File: src/rtl/div_iter.sv
// div_iter: iterative radix-2 restoring divider for the EX stage (quotient -> LO, remainder -> HI).
// Signed ops divide magnitudes and fix the signs afterwards; the remainder takes the dividend's sign.
module div_iter #(
    parameter int WIDTH = 32
) (
    input  logic             clk,
    input  logic             resetn,
    input  logic             start,
    input  logic             mdsign,
    input  logic [WIDTH-1:0] dividend,
    input  logic [WIDTH-1:0] divisor,
    input  logic             cancel,
    output logic             busy,
    output logic             done,
    output logic [WIDTH-1:0] quotient,
    output logic [WIDTH-1:0] remainder,
    output logic             div_by_zero
);
    localparam int CW = $clog2(WIDTH + 1);

    typedef enum logic [1:0] {IDLE, RUN, DONE} state_t;

    state_t           r_state, w_next;
    logic [CW-1:0]    r_cnt;
    logic [WIDTH-1:0] r_rem, r_quo, r_bmag;
    logic             r_qneg, r_rneg, r_dbz;
    logic [WIDTH-1:0] w_amag, w_bmag, w_qn, w_rn;
    logic [WIDTH:0]   w_shift, w_diff;
    logic             w_ge, w_last;

    always_ff @(posedge clk or negedge resetn) begin
        if (!resetn) r_state <= IDLE;
        else         r_state <= w_next;
    end

    always_comb begin
        w_next = cancel ? IDLE :
                 (r_state == IDLE) ? (start ? RUN : IDLE) :
                 (r_state == RUN)  ? (w_last ? DONE : RUN) : IDLE;
    end

    // r_quo starts as the dividend magnitude; its MSBs feed the remainder while quotient bits fill from the LSB.
    always_comb begin
        w_amag  = (mdsign & dividend[WIDTH-1]) ? -dividend : dividend;
        w_bmag  = (mdsign & divisor[WIDTH-1])  ? -divisor  : divisor;
        w_shift = {r_rem, r_quo[WIDTH-1]};
        w_diff  = w_shift - {1'b0, r_bmag};
        w_ge    = ~w_diff[WIDTH];
        w_rn    = w_ge ? w_diff[WIDTH-1:0] : w_shift[WIDTH-1:0];
        w_qn    = {r_quo[WIDTH-2:0], w_ge};
        w_last  = (r_cnt == CW'(WIDTH - 1));
    end

    always_ff @(posedge clk or negedge resetn) begin
        if (!resetn) begin
            r_cnt       <= '0;
            r_rem       <= '0;
            r_quo       <= '0;
            r_bmag      <= '0;
            r_qneg      <= 1'b0;
            r_rneg      <= 1'b0;
            r_dbz       <= 1'b0;
            quotient    <= '0;
            remainder   <= '0;
            div_by_zero <= 1'b0;
        end else if (!cancel) begin
            if (r_state == IDLE && start) begin
                r_cnt  <= '0;
                r_rem  <= '0;
                r_quo  <= w_amag;
                r_bmag <= w_bmag;
                r_qneg <= mdsign & (dividend[WIDTH-1] ^ divisor[WIDTH-1]);
                r_rneg <= mdsign & dividend[WIDTH-1];
                r_dbz  <= (divisor == '0);
            end else if (r_state == RUN) begin
                r_cnt <= r_cnt + 1'b1;
                r_rem <= w_rn;
                r_quo <= w_qn;
                if (w_last) begin
                    quotient    <= r_qneg ? -w_qn : w_qn;
                    remainder   <= r_rneg ? -w_rn : w_rn;
                    div_by_zero <= r_dbz;
                end
            end
        end
    end

    assign busy = (r_state != IDLE);
    assign done = (r_state == DONE);
endmodule
File: config.mk
export PLATFORM = sky130hd
export DESIGN_NAME = div_iter
export DESIGN_NICKNAME = d
export VERILOG_FILES = /design/src/rtl/div_iter.sv
export SDC_FILE = /design/constraint.sdc
export NUM_CORES = 1
export LEC_CHECK = 0
export ABC_AREA = 1
export CAP_MARGIN = 0
export CORE_ASPECT_RATIO = 1.75
export CORE_MARGIN = 2
export CORE_UTILIZATION = 63
export CTS_BUF_LIST = sky130_fd_sc_hd__clkbuf_16
export DETAILED_ROUTE_END_ITERATION = 6
export HOLD_SLACK_MARGIN = 0.02
export MAX_ROUTING_LAYER = met4
export PLACE_DENSITY = 0.88
export SETUP_SLACK_MARGIN = 0.4
export SYNTH_ARGS = -nofsm -noshare
export SYNTH_HDL_FRONTEND = slang
export SYNTH_SLANG_ARGS = --single-unit
File: constraint.sdc
create_clock -name clk -period 9.5 [get_ports clk]
set_input_delay 1.9 -clock clk [delete_from_list [all_inputs] [get_ports clk]]
set_output_delay 1.9 -clock clk [all_outputs]
set_load 0.005 [all_outputs]
==> summary.txt <==
result of the run - finished clean
area share of the largest cell type after synthesis - 0.335
setup total negative slack - 0 ns
final hold violation count - 0
largest incremental delay on the critical path - 0.92 ns
number of design rule violations left after detail routing - 0
std cell rows - 69
worst flop-to-flop path startpoint - r_quo[31]
global-route wire length before repair - 62900 microns
synth top area cells - dfrtp_1 (34%), nand2_1 (18%), o21ai_0 (6.8%), inv_1 (6.8%), nor2_1 (4.6%)
maximum fanout along the worst path - 73
core area - 20200 sq um
TritonCTS clock tree - yes
Avg WL per Cell - 17.3 microns
length of routed wiring on met1 - 14100 microns
number of clock buffers inserted by TritonCTS - 17
die span in x - 112 microns
Post-Syn Nets - 2029
Post-CTS Resized - 0
syn_area_per_cell - 6.68 sq um
post-route ant nets - 0
async set-reset flop share out of synthesis - 1.00
number of buffers on the longest clock path - 2
cell class contributing the biggest share of worst-path delay - buffers and inverters
Net count, final - 2131
count of buffering cells on the critical path with inverters included - 4
max-cap violation count - 0
Ant. Diodes - 0
Most used DFF post-synth - dfrtp_1
cell chosen for the clock root - clkbuf_16
die area - 21600 sq um
via total after detailed routing - 13200
die outline height - 193 microns
metal3 WL - 2110 microns
slew at the pin closest to its max-slew limit - 1.22 ns
fin crit period - 4.67 ns
reg2reg path depth - 26
via count of the first global-routing pass - 13100
Vias per Instance - 5.77
clock slew at the register clock pins of the worst setup and hold paths - 0.07 ns
maximum number of pins on one net before global-route repair - 96
reg-to-reg endpoint - quotient[28]
quantity of I/O buffers inserted on ports - 135
number of levels the H-tree was split into - 4
depth of the critical timing path with buffers and inverters included - 10
Slew Limit Headroom - 0.185
total iterations of the first detailed-routing run - 6
launching instance or port of the critical path - start
count of flip-flops with a built-in enable after synthesis - 0
critical setup path kind - in2reg
post-synth cell types - 49
total of hold buffers inserted after clock tree synthesis - 0
Critical Path Most Common Cell - buf_4
required time of the worst setup path - 9.83 ns
final setup slack of the worst path - 4.83 ns
crit share post-route - 0.492
fraction of the yosys area taken by sequential cells - 0.335
Setup Fix Bufs, Post-CTS - 0
cell area after technology mapping - 12800 sq um
Mapped Cells - 1922
Overall Global Routing Usage - 0.378
Place WS - 4.44 ns
Placer Congestion - 0.977
proportion of layout cells with a drive suffix above 1 - 0.0501
overflow left after global routing - 0
sum of met2 wire segment lengths after detailed routing - 20300 microns
Detail Placement HPWL - 30400 microns
Register-to-Register Setup Slack - 4.92 ns
maximum clock skew at final layout - 0.0122 ns
Slew Viols, Final - 0
initial antenna violation count - 0
drt first-iter violations - 1121
total wire length - 39400 microns
Max rail drop VDD - 193 uV
area added between synthesis and finish - 15.6%
path type of the worst min-delay path - reg2reg
crit-path cells - clkdlybuf4s50_1 > nand2_1 > buf_4 > nor2_1 > nor2_2 > buf_4 > inv_2 > nand3_1 > o21ai_0 > a21oi_1
P_leak - 0.00748 uW
IO Count - 136
sink count of the clock tree - 172
starting density of the core - 0.636
count of synthesis-stage warnings from yosys - 0
top routing layer used - met4
number of register bits inferred by synthesis - 172
insertion delay to the later sink of the worst-skew pair - 0.45 ns
CP startpoint kind - input pin
unrepaired setup endpoints after global routing - false
capturing instance or port of the critical path - r_cnt[5]
cell type with the largest total area after synthesis - dfrtp_1
Pwr per Cell Area - 297 nW/um^2
slowest stage cell, crit path - inv_2
arrival time reported for the critical path endpoint - 5.00 ns
maximum clock frequency - 214 MHz
Setup crit end kind - flip-flop
final setup violation count - 0
==> placed cells by master, fill, tap and decap left out, types with 4 or more instances in the layout <==
master	instances
nand2_4	4
o211ai_1	25
a21oi_1	70
clkdlybuf4s50_1	134
nor3_1	26
o21ai_2	5
nand4_1	22
nor2_1	157
o21bai_1	5
xor2_1	60
o31ai_1	6
nor2_2	11
buf_4	10
nand2_2	20
nand3b_1	8
nor4_1	15
ha_1	37
dfrtp_1	172
inv_2	5
a31oi_1	7
clkinv_2	4
inv_1	234
o22ai_1	26
clkbuf_16	17
nand3_1	107
o21ai_0	175
inv_6	4
xnor2_1	25
or2_2	6
nand2_1	601
o21ai_1	9
==> worst min-delay path by stage <==
| stage | from | slack, ns | to | cells past startpoint |
|---|---|---|---|---|
| 6_report | remainder[9] | 0.48 | remainder[9] | 2 |
| 3_3_place_gp | remainder[25] | 0.46 | remainder[25] | 2 |
| 3_5_place_dp | div_by_zero | 0.46 | div_by_zero | 2 |
| 5_1_grt | remainder[19] | 0.49 | remainder[19] | 2 |
| 2_1_floorplan | r_dbz | 0.45 | r_dbz | 2 |
| 4_1_cts | remainder[9] | 0.48 | remainder[9] | 2 |
==> registers in the layout (all words and copies together), names as in the netlist <==
signal       count
quotient        32
r_bmag          32
r_quo           32
r_rem           32
remainder       32
r_cnt            6
r_state          2
div_by_zero      1
r_dbz            1
r_qneg           1
r_rneg           1
==> final cells by class <==
| type | count | area [sq um] |
|---|---|---|
| Clock inverter | 15 | 146 |
| Inverter | 239 | 897 |
| Multi-Input combinational cell | 1449 | 7340 |
| Sequential cell | 172 | 4300 |
| Clock buffer | 17 | 425 |
| Tap cell | 248 | 310 |
| Fill cell | 1681 | 5350 |
| Timing Repair Buffer | 145 | 1430 |
==> synthesized netlist by cell type, types with 26 or more instances <==
cell      number
o21ai_0      175
o22ai_1       26
xor2_1        60
ha_1          37
a21oi_1       70
nand3_1      107
inv_1        232
clkbuf_1      45
dfrtp_1      172
nor3_1        26
nor2_1       159
nand2_1      601
==> layer usage <==
layer | global-route usage | vias up
li1 | - | 6434
met1 | 0.382 | 6059
met2 | 0.680 | 541
met3 | 0.0546 | 159
met4 | 0.244 | 0
met5 | - | -
==> cell families (layout without fill, tap and decap cells) <==
family / count (synthesis) / count (layout) / synth area share
XOR/XNOR: 85 / 85 / 0.0580
AO/OA/AOI/OAI: 339 / 339 / 0.148
flip-flops: 172 / 172 / 0.335
AND/OR/NAND/NOR: 987 / 987 / 0.327
buffers and inverters: 301 / 416 / 0.0942
adder cells (fa/ha/maj): 38 / 38 / 0.0376
==> worst min-delay path, delay by kind of cell, from the launching register on <==
kind,cells,cell delay [ns]
AND/OR/NAND/NOR,2,0.11
flip-flops,1,0.34
==> metrics by stage <==
stage                     area, sq um  power, uW   util  std cells  hold slack [ns]
after floorplan                 12800       3000      -       1922            0.447
after global placement          14300       3580  0.707       2253            0.462
after detailed placement        14300       3630  0.707       2253            0.461
after CTS                       14800       4350  0.735       2285            0.484
after global routing            14800       4760  0.735       2285            0.494
final                           14800       4410  0.735       2285            0.480
==> where the power goes <==
group	leakage [uW]	switching (uW)	internal, uW
Combinational	0.00500	1860	848
Sequential	0.00219	132	866
Clock	0.000294	314	388
(Power assumes the default switching activity.)
